==> config.mk <==
export PLATFORM = sky130hd
export DESIGN_NAME = jam_cost_arbiter_flat
export DESIGN_NICKNAME = d
export VERILOG_FILES = /design/src/rtl/jam_cost_arbiter_if.sv /design/src/rtl/jam_cost_arbiter.sv /design/src/flat_wrapper.sv
export SDC_FILE = /design/constraint.sdc
export NUM_CORES = 1
export LEC_CHECK = 0
export ABC_AREA = 1
export CAP_MARGIN = 5
export CORE_ASPECT_RATIO = 0.75
export CORE_MARGIN = 3
export CORE_UTILIZATION = 43
export DETAILED_ROUTE_END_ITERATION = 16
export PLACE_DENSITY_LB_ADDON = 0.25
export RECOVER_POWER = 100
export SKIP_LAST_GASP = 1
export SYNTH_ARGS = -nofsm -noshare
export SYNTH_HDL_FRONTEND = slang
export SYNTH_SLANG_ARGS = --single-unit
==> constraint.sdc <==
create_clock -name CLK -period 1.62 [get_ports CLK]
set_clock_uncertainty 0.15 [all_clocks]
set_input_delay 0.243 -clock CLK [delete_from_list [all_inputs] [get_ports CLK]]
set_output_delay 0.243 -clock CLK [all_outputs]
set_load 0.01 [all_outputs]
==> src/rtl/jam_cost_arbiter_if.sv <==
// Bundle shared between the two permutation-search engines, the cost ROM and the arbiter.
// Engine side: Req*/Perm* in, Ack*/Done*/Sum* out.
// ROM side: W/J/RD out, Cost in.
// Busy is high whenever the arbiter is not idle.
// The master modport is the engines plus ROM; the slave modport is the arbiter.
interface jam_cost_arbiter_if #(
  parameter int unsigned N      = 8,
  parameter int unsigned IDX_W  = 3,
  parameter int unsigned COST_W = 7,
  parameter int unsigned SUM_W  = 10
);
  logic                  Req0;
  logic [N*IDX_W-1:0]    Perm0;
  logic                  Ack0;
  logic                  Done0;
  logic [SUM_W-1:0]      Sum0;
  logic                  Req1;
  logic [N*IDX_W-1:0]    Perm1;
  logic                  Ack1;
  logic                  Done1;
  logic [SUM_W-1:0]      Sum1;
  logic [IDX_W-1:0]      W;
  logic [IDX_W-1:0]      J;
  logic                  RD;
  logic [COST_W-1:0]     Cost;
  logic                  Busy;

  modport master (
    output Req0, Perm0, Req1, Perm1, Cost,
    input  Ack0, Done0, Sum0, Ack1, Done1, Sum1, W, J, RD, Busy
  );

  modport slave (
    input  Req0, Perm0, Req1, Perm1, Cost,
    output Ack0, Done0, Sum0, Ack1, Done1, Sum1, W, J, RD, Busy
  );
endinterface

==> src/rtl/jam_cost_arbiter.sv <==
// Shares one cost-ROM read port between two permutation-search engines.
// A whole permutation is granted at a time, round-robin on ties. The arbiter reads the
// N rows (W=row, J=perm[row]) and accumulates the returned costs. The total goes back
// to the granted engine with a one-cycle Done pulse.
// Ports:
//   CLK  - clock; all state changes on the rising edge
//   RST  - synchronous, active-high reset
//   bus  - engine request/response signals and ROM address/data (slave modport)
module jam_cost_arbiter #(
  parameter int unsigned N       = 8,
  parameter int unsigned IDX_W   = 3,
  parameter int unsigned COST_W  = 7,
  parameter int unsigned SUM_W   = 10,
  parameter int unsigned ROM_LAT = 1
) (
  input logic              CLK,
  input logic              RST,
  jam_cost_arbiter_if.slave bus
);

  typedef enum logic [1:0] {StIdle, StIssue, StDrain, StResp} state_e;

  localparam logic [IDX_W-1:0] LastRow = IDX_W'(N - 1);

  state_e                      state_q, state_d;
  logic                        rr_q, rr_d;    // last served engine
  logic                        gnt_q, gnt_d;  // engine owning the current permutation
  logic [N-1:0][IDX_W-1:0]     perm_q, perm_d;
  logic [IDX_W-1:0]            row_q, row_d;
  logic [SUM_W-1:0]            acc_q, acc_d;
  logic [SUM_W-1:0]            sum0_q, sum0_d;
  logic [SUM_W-1:0]            sum1_q, sum1_d;
  logic [ROM_LAT-1:0]          vld_q, vld_d;  // RD delayed to line up with Cost
  logic                        ack0_q, ack0_d;
  logic                        ack1_q, ack1_d;
  logic                        rd;
  logic                        pick;

  // State register
  always_ff @(posedge CLK) begin
    if (RST) begin
      state_q <= StIdle;
      rr_q    <= 1'b1;
      gnt_q   <= 1'b0;
      perm_q  <= '0;
      row_q   <= '0;
      acc_q   <= '0;
      sum0_q  <= '0;
      sum1_q  <= '0;
      vld_q   <= '0;
      ack0_q  <= 1'b0;
      ack1_q  <= 1'b0;
    end else begin
      state_q <= state_d;
      rr_q    <= rr_d;
      gnt_q   <= gnt_d;
      perm_q  <= perm_d;
      row_q   <= row_d;
      acc_q   <= acc_d;
      sum0_q  <= sum0_d;
      sum1_q  <= sum1_d;
      vld_q   <= vld_d;
      ack0_q  <= ack0_d;
      ack1_q  <= ack1_d;
    end
  end

  // Next-state logic
  always_comb begin
    state_d = state_q;
    unique case (state_q)
      StIdle:  if (bus.Req0 || bus.Req1) state_d = StIssue;
      StIssue: if (row_q == LastRow) state_d = StDrain;
      // Leave once the final in-flight read is being accumulated this cycle.
      StDrain: if (vld_d == '0) state_d = StResp;
      StResp:  state_d = StIdle;
      default: state_d = StIdle;
    endcase
  end

  // Datapath next-state: grant, row counter, valid shift and accumulation
  always_comb begin
    rr_d   = rr_q;
    gnt_d  = gnt_q;
    perm_d = perm_q;
    row_d  = row_q;
    acc_d  = acc_q;
    sum0_d = sum0_q;
    sum1_d = sum1_q;
    ack0_d = 1'b0;
    ack1_d = 1'b0;
    pick   = 1'b0;

    vld_d    = vld_q << 1;
    vld_d[0] = rd;

    if (vld_q[ROM_LAT-1]) acc_d = acc_q + SUM_W'(bus.Cost);

    unique case (state_q)
      StIdle: begin
        if (bus.Req0 || bus.Req1) begin
          // On a tie the engine not served last wins.
          pick   = (bus.Req0 && bus.Req1) ? ~rr_q : bus.Req1;
          gnt_d  = pick;
          rr_d   = pick;
          perm_d = pick ? bus.Perm1 : bus.Perm0;
          acc_d  = '0;
          row_d  = '0;
          ack0_d = ~pick;
          ack1_d = pick;
        end
      end
      StIssue: row_d = (row_q == LastRow) ? '0 : row_q + 1'b1;
      StDrain: begin
        // Register the total as RESP is entered so Sum is valid alongside Done.
        if (state_d == StResp) begin
          if (gnt_q) sum1_d = acc_d;
          else       sum0_d = acc_d;
        end
      end
      default: ;
    endcase
  end

  // Outputs
  always_comb begin
    rd        = (state_q == StIssue);
    bus.RD    = rd;
    bus.W     = rd ? row_q : '0;
    bus.J     = rd ? perm_q[row_q] : '0;
    bus.Busy  = (state_q != StIdle);
    bus.Ack0  = ack0_q;
    bus.Ack1  = ack1_q;
    bus.Done0 = (state_q == StResp) && !gnt_q;
    bus.Done1 = (state_q == StResp) && gnt_q;
    bus.Sum0  = sum0_q;
    bus.Sum1  = sum1_q;
  end

endmodule

==> src/flat_wrapper.sv <==
// flat-port wrapper written by rule: the top's interface ports become plain ports
module jam_cost_arbiter_flat 
#(
  parameter int unsigned N       = 8,
  parameter int unsigned IDX_W   = 3,
  parameter int unsigned COST_W  = 7,
  parameter int unsigned SUM_W   = 10,
  parameter int unsigned ROM_LAT = 1
)
  (CLK, RST, bus_Req0, bus_Perm0, bus_Req1, bus_Perm1, bus_Cost, bus_Ack0, bus_Done0, bus_Sum0, bus_Ack1, bus_Done1, bus_Sum1, bus_W, bus_J, bus_RD, bus_Busy);
  jam_cost_arbiter_if #(.N(N), .IDX_W(IDX_W), .COST_W(COST_W), .SUM_W(SUM_W)) bus_i ();
  input logic CLK;
  input logic RST;
  input wire logic [$bits(bus_i.Req0)-1:0] bus_Req0;
  input wire logic [$bits(bus_i.Perm0)-1:0] bus_Perm0;
  input wire logic [$bits(bus_i.Req1)-1:0] bus_Req1;
  input wire logic [$bits(bus_i.Perm1)-1:0] bus_Perm1;
  input wire logic [$bits(bus_i.Cost)-1:0] bus_Cost;
  output wire logic [$bits(bus_i.Ack0)-1:0] bus_Ack0;
  output wire logic [$bits(bus_i.Done0)-1:0] bus_Done0;
  output wire logic [$bits(bus_i.Sum0)-1:0] bus_Sum0;
  output wire logic [$bits(bus_i.Ack1)-1:0] bus_Ack1;
  output wire logic [$bits(bus_i.Done1)-1:0] bus_Done1;
  output wire logic [$bits(bus_i.Sum1)-1:0] bus_Sum1;
  output wire logic [$bits(bus_i.W)-1:0] bus_W;
  output wire logic [$bits(bus_i.J)-1:0] bus_J;
  output wire logic [$bits(bus_i.RD)-1:0] bus_RD;
  output wire logic [$bits(bus_i.Busy)-1:0] bus_Busy;
  assign bus_i.Req0 = bus_Req0;
  assign bus_i.Perm0 = bus_Perm0;
  assign bus_i.Req1 = bus_Req1;
  assign bus_i.Perm1 = bus_Perm1;
  assign bus_i.Cost = bus_Cost;
  assign bus_Ack0 = bus_i.Ack0;
  assign bus_Done0 = bus_i.Done0;
  assign bus_Sum0 = bus_i.Sum0;
  assign bus_Ack1 = bus_i.Ack1;
  assign bus_Done1 = bus_i.Done1;
  assign bus_Sum1 = bus_i.Sum1;
  assign bus_W = bus_i.W;
  assign bus_J = bus_i.J;
  assign bus_RD = bus_i.RD;
  assign bus_Busy = bus_i.Busy;
  jam_cost_arbiter #(.N(N), .IDX_W(IDX_W), .COST_W(COST_W), .SUM_W(SUM_W), .ROM_LAT(ROM_LAT)) u_core (.CLK(CLK), .RST(RST), .bus(bus_i));
endmodule
== Word level (Yosys, flattened, before mapping) ==
Cells that the tools add are included.
Operators by class
  multiplexer cells: 15
  $add $sub $neg: 2
  $lt $le $gt $ge: 1
  bitwise gates (word level): 5
  reductions and logical operators: 13
  equality and inequality tests: 6
Operators by type and width (count)
  10-bit 2-to-1 mux: 3
  24-bit 2-to-1 mux: 1
  3-bit 2-to-1 mux: 5
  10-bit by 7-bit adder with 10-bit output: 1
  3-bit binary-select mux with 3-bit select: 1
  2-bit case mux with 4 select lines: 1
  2-bit == test (second input constant): 3
  3-bit case mux with 2 select lines: 1
  3-bit AND reduction: 2
  1-bit inverter: 5
  3-bit by 4-bit < comparator with 1-bit output (second input constant): 1
  2-bit 2-to-1 mux: 2
  2-bit AND reduction: 2
  2-bit nonzero test: 2
  3-bit by 1-bit adder with 3-bit output (second input constant): 1
  3-bit == test (second input constant): 1
  1-bit logical AND: 3
  3-bit OR reduction: 1
  2-bit by 1-bit == test with 1-bit output (second input constant): 1
  2-bit logical NOT: 1
  2-bit by 1-bit inequality test with 1-bit output (second input constant): 1
  1-bit logical NOT: 1
  1-bit logical OR: 1
  1-bit 2-to-1 mux: 1
Storage, ports and cells
  word-level logic and storage cells: 60
  output and inout port bits: 32
  input bits: 59
  flip-flop bits (word level): 64

== Longest topological paths before layout ==
  depth after elaboration: 5
  gate-level depth with buffers: 11

== Worst setup path after synthesis ==
OpenSTA, ideal clock, no wires.
  kind: reg-to-reg
  from: register u_core.acc_q[0]
  to: register u_core.sum0_q[8] (netlist: u_core.bus.Sum0[8])
  buffers on the path: 0
  period minus slack after synthesis: 1.713 ns
  cell stages (with the launch flop): 11
  library setup time: 0.109 ns
  arrival: 1.454 ns
  required time: 1.361 ns
  slack: -0.093 ns
  cells stage by stage: dfxtp_1 > ha_1 > fa_1 > nand3_1 > nand3_1 > nand3_1 > nand2_1 > nand2_1 > nand3_1 > nand2_1 > inv_1
On the way
  longest elaborated chain between the ends: 2
RTL lines
  from (decl): RTL line jam_cost_arbiter.sv:30  | logic [SUM_W-1:0] acc_q, acc_d;
  from (signal assigned): RTL line jam_cost_arbiter.sv:47  | acc_q <= '0;
  from (signal assigned): RTL line jam_cost_arbiter.sv:59  | acc_q <= acc_d;
  10-bit by 7-bit adder with 10-bit output: RTL line jam_cost_arbiter.sv:97  | if (vld_q[ROM_LAT-1]) acc_d = acc_q + SUM_W'(bus.Cost);
  10-bit 2-to-1 mux: RTL line jam_cost_arbiter.sv:97
  to (signal assigned): RTL line jam_cost_arbiter.sv:60  | sum0_q <= sum0_d;
  to (decl): RTL line jam_cost_arbiter.sv:31  | logic [SUM_W-1:0] sum0_q, sum0_d;
Every way passes these cells.
A chain may end at the register's enable or synchronous reset.

== Worst setup path after layout ==
  from: register u_core.row_q[0]
  to: output port bus_J[1]
On the way
  longest elaborated chain between the ends: 3
RTL lines
  from (decl): RTL line jam_cost_arbiter.sv:29  | logic [IDX_W-1:0] row_q, row_d;
  from (signal assigned): RTL line jam_cost_arbiter.sv:58  | row_q <= row_d;
  3-bit binary-select mux with 3-bit select: RTL line jam_cost_arbiter.sv:130  | bus.J = rd ? perm_q[row_q] : '0;
  3-bit 2-to-1 mux (not written as such): RTL line jam_cost_arbiter.sv:130
  3-bit 2-to-1 mux: RTL line jam_cost_arbiter.sv:130
  to (decl): RTL line flat_wrapper.sv:26  | output wire logic [$bits(bus_i.J)-1:0] bus_J;
Every way passes these cells. The select of a mux whose other input is x is not followed.

==> run summary <==
Layout Nets - 643
cts hold-fix bufs - 0
Crit. End Element - output port
max cap viols - 0
Post-Syn Area per Cell - 7.430 µm²
period utilisation layout - 117.8%
die height - 81.08 µm
main combinational cell family by area after synthesis - simple AND/OR/NAND/NOR gates
Synth cell types - 32
ratio of cells with drive above 1 in the final layout - 30.80%
Setup CP Type - flip-flop to output port
routability cong. - 0.8676
clk root buf - clkbuf_8
DR vias - 3452
vias in the first global route - 3104
register area share after synthesis - 39.64%
synthesized flop and latch total - 64
yosys warns - 0
Post-synth ARST share - 0%
min cycle time layout - 1.908 ns
Final Hold Vio Count - 0
CTS H-tree lvls - 3
GRT overflow - 0
Max-slew headroom - 71.94%
Max Freq - 524.1 MHz
DRT iter0 DRCs - 133
crit path DAT - 1.52 ns
crit-path max cell delay - 0.35 ns
pin count of the biggest net entering global routing - 25
ANT cells - 0
Compound-Gate Fraction of Synth Area - 19.01%
setup TNS - -2.388 ns
number of detailed-routing iterations run before antenna repair - 5
final core utilization - 72.86%
Starting Density - 45.78%
CP Data Required Time - 1.23 ns
most frequent cells in the layout - nand2_1, dfxtp_1, inv_1, clkdlybuf4s50_1, buf_4
mux share of post-synthesis cell area - 0%
drc violations - 0
Post-Route WL - 10050 µm
Simple-Gate Fraction of Synth Area - 25.63%
cell area after synthesis - 3232 µm²
violations in the final reports - setup timing
endpoints failing setup - 43
Total GRT Usage - 21.28%
initial antenna violation count - 0
area delta synth->final - 59.16%
CP max FO - 8
Slew Limit Fails - 0
clock sink count - 64
synthesized-area fraction occupied by adder cells - 4.104%
setup ws final - -0.2880 ns
VDD IR max - 506.5 µV
CTS tree - built
Multi-input gate area - 2009 µm²
Vias/cell - 5.107
die area - 8603 µm²
ordered cell list for the critical path - inv_2 -> buf_6 -> buf_6 -> o21ai_2 -> a21oi_2 -> o21a_1 -> buf_2
slowest CP cell - dfxtp_2
Worst-path clk slew - 0.07 ns
io pins - 91
CP dominant cell by count - buf_6
PD cells - 749.1 nW/µm²
commonest non-fill, non-tap cell in the layout - nand2_1
DR WL/cell - 14.87 µm
FP Rows - 26
Net Count, Synth - 504
EDFF count, synth - 0
Post-DRT Antenna Nets - 0
xor/xnor share of the synthesized area - 0.5420%
Register Area - 1294 µm²
FILL cells - 567
HP Class - primary input to flip-flop
Syn Inst Count - 435
port bufs - 90
RSZ-0062 raised after global routing - true
Leakage - 2.302 nW
Slew @ Worst Pin - 0.4203 ns
CTS Buf Count - 9
CP startpoint kind - flip-flop
Chip Width - 106.1 µm
worst skew pair latency - 0.34 ns
Core Area - 7059 µm²
HPWL Detailed - 7015 µm
clock buffer depth - 2
ys flop type - dfxtp_1
first-pass GRT wire length - 14560 µm
status - finished, violations left
## state kept, by name, summed over array words and instances, names as in the netlist
signal / cells
u_core.acc_q: 10
u_core.bus.Ack0: 1
u_core.bus.Ack1: 1
u_core.bus.Sum0: 10
u_core.bus.Sum1: 10
u_core.gnt_q: 1
u_core.perm_q: 24
u_core.row_q: 3
u_core.rr_q: 1
u_core.state_q: 2
u_core.vld_q: 1
## stage by stage
step	total power, W	hold slack [ns]	std cells	setup slack (ns)	instance area (µm²)
finish	0.003853	0.3044	676	-0.2880	5144
global route	0.004022	0.3072	676	-0.3607	5144
CTS	0.003798	0.2928	674	-0.2713	4876
detailed placement	0.002452	0.3312	659	-0.5614	4618
global placement	0.002431	0.3061	659	-0.4887	4618
floorplan	0.002059	0.1624	435	-0.02962	3263
## worst max-delay path, delay by kind of cell (launching register included)
| kind | cells | cell delay [ns] |
|---|---|---|
| AO/OA/AOI/OAI | 3 | 0.36 |
| flip-flops | 1 | 0.35 |
| buffers and inverters | 4 | 0.47 |
## per-layer routing
metal	vias to the layer above	part of all wire, %	global-route usage (%)
met1	1619	44	28.33
met5	-	0	0
li1	1696	-	-
met2	122	48	34.20
met4	0	1.1	4.010
met3	15	6.6	6.990
## cell families (layout without fill, tap and decap cells)
kind of cell / after synthesis / in the layout
AND/OR/NAND/NOR: 186 / 186
flip-flops: 64 / 64
AO/OA/AOI/OAI: 94 / 94
XOR/XNOR: 2 / 2
buffers and inverters: 79 / 222
adder cells (fa/ha/maj): 10 / 10
## repair_timing
action | 4_1_cts | 5_1_grt
setup endpoints to repair | 52 | 56
gates cloned | 0 | 0
pin swaps | 9 | 34
setup buffers | 0 | 2
resized for setup | 99 | 75
## worst paths after layout
path                                               startpoint                               to  slack, ns  cells after the start
worst max register to register     u_core.acc_q[0]$_SDFF_PP0_  u_core.bus.Sum0[8]$_SDFFE_PP0P_      -0.16                     10
worst max-delay path             u_core.row_q[0]$_SDFFE_PP0P_                         bus_J[1]      -0.29                      7
worst min-delay path                            bus_Perm0[12]   u_core.perm_q[12]$_SDFFE_PP0P_       0.30                      3
worst min register to register  u_core.perm_q[9]$_SDFFE_PP0P_    u_core.perm_q[9]$_SDFFE_PP0P_       0.36                      2
## cell type report
cell class	instances	area share [%]
Multi-Input combinational cell	292	39.07
Sequential cell	64	25.15
Tap cell	98	2.384
Inverter	63	4.695
Timing Repair Buffer	144	25.08
Clock inverter	5	1.143
Clock buffer	10	2.481
## power by group
group / internal, W / switching [W] / leakage, nW
clock network: 0.000702 / 0.000627 / 0.0883
registers: 0.00166 / 0.0000476 / 0.527
logic: 0.000420 / 0.000400 / 1.69
total: 0.00278 / 0.00107 / 2.30
## synthesized netlist by cell type, types with 3 or more instances
master | instances | area, µm²
a21oi_1 | 32 | 160.2
buf_2 | 7 | 35.03
buf_6 | 6 | 67.56
dfxtp_1 | 64 | 1281
ha_1 | 9 | 112.6
inv_1 | 57 | 214.0
inv_2 | 6 | 22.52
nand2_1 | 105 | 394.1
nand3_1 | 49 | 245.2
nor2_1 | 16 | 60.06
nor2_4 | 5 | 56.30
nor3_1 | 3 | 15.01
o211ai_2 | 10 | 125.1
o21a_1 | 16 | 120.1
o21ai_0 | 25 | 125.1
o21bai_1 | 4 | 30.03
(Power assumes the default switching activity.)
